File: config.mk
export PLATFORM = sky130hd
export DESIGN_NAME = keyboard_fifo_wb
export DESIGN_NICKNAME = d
export VERILOG_FILES = /design/src/rtl/keyboard_fifo_wb.sv
export SDC_FILE = /design/constraint.sdc
export NUM_CORES = 1
export LEC_CHECK = 0
export CAP_MARGIN = 20
export CORE_ASPECT_RATIO = 1.5
export CORE_MARGIN = 2
export CORE_UTILIZATION = 57
export DETAILED_ROUTE_END_ITERATION = 7
export GPL_TIMING_DRIVEN = 0
export HOLD_SLACK_MARGIN = 0.08
export PLACE_DENSITY = 0.85
export SLEW_MARGIN = 20
export SYNTH_ARGS = -nofsm -noshare
export SYNTH_HDL_FRONTEND = slang
export SYNTH_SLANG_ARGS = --single-unit
File: constraint.sdc
create_clock -name clk_bus -period 6.58 [get_ports clk_bus]
set_clock_uncertainty 0.05 [all_clocks]
set_input_delay 1.316 -clock clk_bus [delete_from_list [all_inputs] [get_ports clk_bus]]
set_output_delay 1.316 -clock clk_bus [all_outputs]
set_load 0.01 [all_outputs]
File: src/rtl/keyboard_fifo_wb.sv
// BK-0011M keyboard registers (177660 status / 177662 data) with a key FIFO and vectored IRQs.
// Optional typematic repeat is enabled by defining KBD_AUTOREPEAT_EN.
module keyboard_fifo_wb #(
  parameter int DEPTH      = 8,
  parameter int REP_DELAY  = 12000000,
  parameter int REP_PERIOD = 2400000
) (
  input  logic                     clk_bus,
  input  logic                     bus_reset,
  input  logic [15:0]              bus_din,
  output logic [15:0]              bus_dout,
  input  logic [15:0]              bus_addr,
  input  logic                     bus_sync,
  input  logic                     bus_we,
  input  logic                     bus_stb,
  output logic                     bus_ack,
  output logic                     virq_req60,
  input  logic                     virq_ack60,
  output logic                     virq_req274,
  input  logic                     virq_ack274,
  input  logic                     key_strobe,
  input  logic [6:0]               key_code,
  input  logic                     key_vec274,
  input  logic                     key_held,
  output logic [$clog2(DEPTH):0]   fifo_level
);
  localparam int AW = $clog2(DEPTH);
  localparam logic [AW:0] DEPTH_C = (AW+1)'(DEPTH);
  localparam logic [15:0] A660 = 16'o177660;
  localparam logic [15:0] A662 = 16'o177662;

  logic sel660, sel662, stb_qual, stb_rise;
  logic rd660, wr660, rd662, mask_wr1;
  logic stb_q, stb_d;
  logic [15:0] dout_q, dout_d;
  logic [6:0] last_q, last_d;
  logic ovf_q, ovf_d, mask_q, mask_d;
  logic sig_q, sig_d, req60_q, req60_d, req274_q, req274_d;
  logic ack60_q, ack60_d, ack274_q, ack274_d;
  logic [AW-1:0] wr_ptr_q, wr_ptr_d, rd_ptr_q, rd_ptr_d;
  logic [AW:0] count_q, count_d;
  logic [7:0] fifo_mem [DEPTH];
  logic [7:0] head, push_data, rep_entry;
  logic empty, full, pop, push_req, push_key, push_rep, push, ovf_set, raise;
  logic rep_fire;
  logic unused_bits;

  assign unused_bits = ^{bus_din[15:7], bus_din[5:0], bus_addr[0]};

  assign sel660   = bus_sync && (bus_addr[15:1] == A660[15:1]);
  assign sel662   = bus_sync && (bus_addr[15:1] == A662[15:1]) && !bus_we;
  assign stb_qual = bus_stb && (sel660 || sel662);
  assign stb_rise = stb_qual && !stb_q;
  assign bus_ack  = stb_qual && stb_q;
  assign bus_dout = (sel660 || sel662) ? dout_q : 16'h0000;

  assign rd660    = stb_rise && sel660 && !bus_we;
  assign wr660    = stb_rise && sel660 && bus_we;
  assign rd662    = stb_rise && sel662;
  assign mask_wr1 = wr660 && bus_din[6];

  assign empty    = (count_q == '0);
  assign full     = (count_q == DEPTH_C);
  assign head     = fifo_mem[rd_ptr_q];
  assign pop      = rd662 && !empty;
  // A pop in the same cycle frees the slot, so a push into a full FIFO still lands.
  assign push_req = key_strobe && (key_code != 7'd0);
  assign push_key = push_req && (!full || pop);
  assign push_rep = rep_fire && !push_req && (!full || pop);
  assign push     = push_key || push_rep;
  assign push_data = push_req ? {key_vec274, key_code} : rep_entry;
  assign ovf_set  = push_req && full && !pop;
  assign raise    = !empty && !mask_q && !sig_q && !pop && !mask_wr1;

  assign virq_req60  = req60_q;
  assign virq_req274 = req274_q;
  assign fifo_level  = count_q;

`ifdef KBD_AUTOREPEAT_EN
  logic [31:0] rep_cnt_q, rep_cnt_d;
  logic rep_act_q, rep_act_d;
  logic [7:0] rep_entry_q, rep_entry_d;

  // The counter holds the cycles left including the current one, so 1 means fire now.
  assign rep_fire  = rep_act_q && key_held && (rep_cnt_q == 32'd1);
  assign rep_entry = rep_entry_q;

  always_comb begin
    rep_cnt_d   = rep_cnt_q;
    rep_act_d   = rep_act_q;
    rep_entry_d = rep_entry_q;
    if (push_req) begin
      rep_act_d = push_key;
      if (push_key) begin
        rep_cnt_d   = 32'(REP_DELAY);
        rep_entry_d = {key_vec274, key_code};
      end
    end else if (rep_act_q) begin
      if (!key_held) rep_act_d = 1'b0;
      else if (rep_fire) rep_cnt_d = 32'(REP_PERIOD);
      else rep_cnt_d = rep_cnt_q - 32'd1;
    end
  end

  always_ff @(posedge clk_bus) begin
    if (bus_reset) begin
      rep_cnt_q   <= '0;
      rep_act_q   <= 1'b0;
      rep_entry_q <= '0;
    end else begin
      rep_cnt_q   <= rep_cnt_d;
      rep_act_q   <= rep_act_d;
      rep_entry_q <= rep_entry_d;
    end
  end
`else
  logic unused_held;
  assign unused_held = key_held;
  assign rep_fire    = 1'b0;
  assign rep_entry   = 8'h00;
`endif

  always_comb begin
    stb_d    = stb_qual;
    dout_d   = dout_q;
    last_d   = last_q;
    ovf_d    = ovf_q;
    mask_d   = mask_q;
    sig_d    = sig_q;
    req60_d  = req60_q;
    req274_d = req274_q;
    ack60_d  = virq_ack60;
    ack274_d = virq_ack274;
    wr_ptr_d = wr_ptr_q;
    rd_ptr_d = rd_ptr_q;
    count_d  = count_q;

    if (push) wr_ptr_d = wr_ptr_q + 1'b1;
    if (pop)  rd_ptr_d = rd_ptr_q + 1'b1;
    if (push && !pop) count_d = count_q + 1'b1;
    if (!push && pop) count_d = count_q - 1'b1;

    if (rd660) begin
      dout_d = {1'b0, ovf_q, 6'b0, !empty, mask_q, 6'b0};
      ovf_d  = 1'b0;
    end
    if (ovf_set) ovf_d = 1'b1;
    if (wr660) mask_d = bus_din[6];

    if (rd662) begin
      if (empty) begin
        dout_d = {9'b0, last_q};
      end else begin
        dout_d = {9'b0, head[6:0]};
        last_d = head[6:0];
      end
    end

    if (pop) sig_d = 1'b0;
    if (raise) begin
      sig_d = 1'b1;
      if (head[7]) req274_d = 1'b1;
      else req60_d = 1'b1;
    end else begin
      if ((virq_ack60 && !ack60_q) || rd662 || mask_wr1) req60_d = 1'b0;
      if ((virq_ack274 && !ack274_q) || rd662 || mask_wr1) req274_d = 1'b0;
    end
  end

  always_ff @(posedge clk_bus) begin
    if (bus_reset) begin
      stb_q    <= 1'b0;
      dout_q   <= '0;
      last_q   <= '0;
      ovf_q    <= 1'b0;
      mask_q   <= 1'b1;
      sig_q    <= 1'b0;
      req60_q  <= 1'b0;
      req274_q <= 1'b0;
      ack60_q  <= 1'b0;
      ack274_q <= 1'b0;
      wr_ptr_q <= '0;
      rd_ptr_q <= '0;
      count_q  <= '0;
    end else begin
      stb_q    <= stb_d;
      dout_q   <= dout_d;
      last_q   <= last_d;
      ovf_q    <= ovf_d;
      mask_q   <= mask_d;
      sig_q    <= sig_d;
      req60_q  <= req60_d;
      req274_q <= req274_d;
      ack60_q  <= ack60_d;
      ack274_q <= ack274_d;
      wr_ptr_q <= wr_ptr_d;
      rd_ptr_q <= rd_ptr_d;
      count_q  <= count_d;
    end
  end

  always_ff @(posedge clk_bus) begin
    if (push && !bus_reset) fifo_mem[wr_ptr_q] <= push_data;
  end
endmodule

Yosys cells after proc, flatten, opt, wreduce, memory -nomap -nowiden
Memory sizes are Yosys's and may differ from the RTL's. A register that Yosys moved wholly into a read port is not among the register bits.
Cells that the tools add are included.
{"block": "word_totals", "out_inout_bits": 23, "mem_count": 1, "elab_cells": 99, "ram_bits": 64, "reg_bits": 41}
{"block": "op_classes", "n_addsub": 4, "reduce_logical": 54, "mux": 21, "n_eq_ne": 5, "bitwise": 1}
{"name": "fifo_mem", "words": 8, "word_bits": 8, "read_ports": 1, "rd_ports_with_merged_regs": 1, "wr": 1, "line": "42", "text": "logic [7:0] fifo_mem [DEPTH];"}
{"operator": "$mux W16", "n": 3}
{"operator": "$eq A15 B15 Y1 const B", "n": 2}
{"operator": "$logic_and A1 B1 Y1", "n": 25}
{"operator": "$logic_not A1 Y1", "n": 12}
{"operator": "$mux W1", "n": 12}
{"operator": "$reduce_bool A2 Y1", "n": 6}
{"operator": "$mux W4", "n": 2}
{"operator": "$mux W8", "n": 1}
{"operator": "$mux W7", "n": 1}
{"operator": "$reduce_bool A7 Y1", "n": 1}
{"operator": "$add A3 B1 Y3 const B", "n": 2}
{"operator": "$logic_or A1 B1 Y1", "n": 6}
{"operator": "$mux W3", "n": 2}
{"operator": "$reduce_and A2 Y1", "n": 3}
{"operator": "$add A4 B1 Y4 const B", "n": 1}
{"operator": "$eq A4 B4 Y1 const B", "n": 1}
{"operator": "$logic_not A4 Y1", "n": 1}
{"operator": "$ne A2 B2 Y1 const B", "n": 2}
{"operator": "$sub A4 B1 Y4 const B", "n": 1}
{"operator": "$not A1 Y1", "n": 1}

Logic depth before layout (Yosys ltp)
{"block": "logic_depth", "ltp_word": 13, "mapped_depth": 9, "mapped_depth_nobuf": 8}

Worst setup path after synthesis
No wires, ideal clock.
{"block": "synth_path", "path_kind": "input to output", "startpoint": "in bus_addr[3]", "endpoint": "out bus_dout[0]", "n_path_buf": 2, "stages": 6, "t_arrival_ps": 2792, "setup_slack_ps": 2422, "cell_sequence": "or3b_1 > or4_1 > buf_6 > a21oi_1 > clkbuf_1 > and2_1"}
{"block": "synth_between", "elab_chain_cells": 5}
{"element": "from (decl)", "line": "12", "text": "input logic [15:0] bus_addr,"}
{"element": "$eq A15 B15 Y1", "line": "51", "text": "assign sel662 = bus_sync && (bus_addr[15:1] == A662[15:1]) && !bus_we;"}
{"element": "$logic_and A1 B1 Y1 (2 in series)", "line": "51"}
{"element": "$logic_or A1 B1 Y1 (*)", "line": "55", "text": "assign bus_dout = (sel660 || sel662) ? dout_q : 16'h0000;"}
{"element": "$mux W16 (*)", "line": "55"}
{"element": "to (decl)", "line": "11", "text": "output logic [15:0] bus_dout,"}
Mark *: on every way between the ends. The rest lies on a longest branch, timed or not.

Final worst setup path
{"block": "layout_path", "startpoint": "in bus_addr[4]", "endpoint": "out bus_dout[2]"}
Same word-level chain as after synthesis.

==> metrics.csv <==
stage,metric,value,unit
min_path,hold_path_end,dout_q[7],
detailed_routing,dr.pass1.iters,4,
die,die_area,8300,um2
pwr,p_int,0.8663,mW
logic_synthesis,async_flop_share,0,%
grt,grt_pass1_vias,2790,
final_layout,fin_nets,437,
run,drv_cap,0,
die,die_w,75.06,um
min_path,holdCritPathClass,reg2reg,
critical_path,reg2reg_slack,3.85,ns
logic_synthesis,yosys_warnings,0,
critical_path,start_kind,input port,
logic_synthesis,ys_seq_elements,101,
logic_synthesis,avgSynthCellArea,13.57,um2
sta,fmax,0.1918,GHz
pwr,p_leak,1.720,nW
detailed_routing,totalWireLength,8637,um
critical_path,r2r-end,fifo_level[2],
final_layout,layout_commonest_cell,edfxtp_1,
sta,worst_pin_slew,0.8803,ns
clock_tree,post_cts_resized,0,
min_path,holdCritStartpoint,dout_q[7],
sta,hold_viol,0,
clock_tree,postCtsSetupRepairBufs,0,
place,dp_hpwl,6283,um
clock_tree,cts_buffers,9,
final_layout,drive_gt1_share,16.67,%
die,ios,72,
detailed_routing,wl_per_cell,17.63,um
clock_tree,cts_tree,yes,
clock_tree,numClockSinks,101,
logic_synthesis,synth_cell_type_count,62,
detailed_routing,drtIter0Drc,224,
logic_synthesis,synth_area,4317,um2
detailed_routing,vias,2833,
place,port_buffers,47,
pwr,ir_drop,219.9,uV
critical_path,reg2reg_from,fifo_level[1],
place,gp_congestion,0.8768,
critical_path,cp.required,5.21,ns
die,core,7274,um2
clock_tree,clock_latency,0.38,ns
critical_path,path_max_fanout,10,
min_path,min_path_cells,2,
pwr,switching_power,0.2763,mW
pwr,clockPowerShare,32.7,%
die,fp-row-count,38,
critical_path,path_class,in2out,
critical_path,timing.critical_path.to_type,primary output,
logic_synthesis,yosysSeqAreaShare,61.68,%
die,initial_core_util,59.34,%
pwr,comb_power_share,7.3,%
logic_synthesis,synth_edf_count,64,
sta,slew_viol_final,0,
detailed_routing,drc,0,
clock_tree,clkSlewWorstSetupHoldPaths,0.10,ns
sta,finalCriticalPeriod,5.214,ns
clock_tree,cts-root-buf,clkbuf_8,
final_layout,fillers,519,
sta,setup_viol,0,
clock_tree,cts_hold_buf,0,
final_layout,final_cell_mix,"edfxtp_1, clkdlybuf4s50_1, dfxtp_1, nor2_1, a21oi_1",
detailed_routing,detail-route-antenna-nets,0,
grt,globalRouteOverflowTotal,0,
die,chipHeight,110.6,um
final_layout,area_delta_synth_final,19.68,%
clock_tree,clock_tree.buffer_depth,2,
logic_synthesis,synthCells,318,
critical_path,worstPathArrival,3.85,ns
sta,period_share,79.24,%
logic_synthesis,synth_top_area_share,44.52,%
grt,grt_first_pass_wirelength,13300,um
pwr,power_density,221.2,nW/um2
grt,antenna_found_initial,0,
status,status,completed,
sta,hold_slack,0.4111,ns
logic_synthesis,synth_top_area_cell,edfxtp_1,
clock_tree,cts_htree_levels,3,
pwr,power.share.switching,24.18,%
sta,rsz0062_at_grt,no,
final_layout,antenna_cells,0,
logic_synthesis,synthTopCellsByArea,"edfxtp_1, dfxtp_1, mux4_2",
sta,slew_headroom,40.99,%
critical_path,rr_worst_depth,9,
logic_synthesis,synth_top_flop_cell,edfxtp_1,
detailed_routing,viasPerCell,5.782,
grt,grt_max_degree,20,
sta,totalNegativeSetupSlack,0,ns
grt,track_usage,21.94,%
pwr,power.share.sequential,60.0,%
[worst max-delay path: stages]
cell,delay [ns]
clkdlybuf4s50_1,0.44
or3b_1,0.36
or4_1,0.43
buf_6,0.16
a21oi_1,0.14
clkbuf_1,0.29
and2_1,0.18
clkdlybuf4s50_1,0.53
[cell usage after synthesis (all sizes together) (7+ instances only)]
cell type / n
dfxtp: 37
a22o: 7
a21oi: 20
nor3: 9
nand2: 16
clkbuf: 9
edfxtp: 64
mux2i: 8
and2: 18
buf: 13
mux4: 16
nor2: 26
[power by group through the flow]
stage          clock network [mW]  logic (mW)  registers [mW]
6_report                    0.373      0.0838           0.685
2_1_floorplan                   0      0.0454           0.699
5_1_grt                     0.403      0.0921           0.687
3_5_place_dp                    0      0.0830           0.700
3_3_place_gp                    0      0.0786           0.699
4_1_cts                     0.377      0.0833           0.685
[sequential cells by signal, summed over array words and instances, names as in the netlist, named ones only]
name,count
virq_req60,1
fifo_level,4
sig_q,1
ack274_q,1
stb_q,1
fifo_mem,64
rd_ptr_q,3
ack60_q,1
last_q,7
mask_q,1
ovf_q,1
dout_q,9
virq_req274,1
wr_ptr_q,3
[cell families (layout without fill, tap and decap cells)]
group / after synthesis / in the layout / synth area share, %
mux: 25 / 25 / 10.46
other cells: 1 / 7 / 0.08687
compound gates: 52 / 52 / 8.551
simple gates: 108 / 108 / 14.41
flops: 101 / 101 / 61.68
fa+ha+maj: 3 / 3 / 0.8697
buf+inv: 24 / 90 / 3.130
xor+xnor: 4 / 4 / 0.8117
[worst max path at each step]
| stage | from | end | slack, ns | cells past startpoint |
|---|---|---|---|---|
| after floorplan | bus_addr[3] | bus_dout[0] | 2.42 | 6 |
| after global placement | bus_addr[4] | bus_dout[2] | 1.37 | 8 |
| after detailed placement | bus_addr[4] | bus_dout[2] | 1.33 | 8 |
| after CTS | bus_addr[4] | bus_dout[2] | 1.32 | 8 |
| after global routing | bus_addr[4] | bus_dout[4] | 1.23 | 8 |
| final | bus_addr[4] | bus_dout[2] | 1.37 | 8 |
[area by class of cell]
cell class	count	area (um2)	area share, %
sequential	101	2663	51.54
multi-input combinational	199	1569	30.37
timing repair buffer	50	488.0	9.445
buffer	22	127.6	2.470
tap	100	125.1	2.422
clock buffer	9	123.9	2.398
clock inverter	7	62.56	1.211
inverter	2	7.507	0.1453
[per-layer routing]
layer  global-route usage [%]  vias to the layer above  share of wire [%]
li1                         -                     1334                  -
met1                    25.65                     1354                 38
met2                    36.78                      123                 53
met3                    4.745                       22                6.8
met4                    10.95                        0                2.8
met5                        0                        -                  0
[per-stage QoR]
step                setup slack [ns]  total power [mW]  utilization (%)  std cells  area, um2
floorplan                      2.422            0.7442                -        324       4339
global placement               1.368            0.7777            67.84        471       4935
finish                         1.366             1.143            71.02        490       5166
global route                   1.231             1.182            71.02        490       5166
CTS                            1.322             1.146            70.91        489       5159
detailed placement             1.329            0.7831            68.35        473       4972
(Power assumes the default switching activity.)
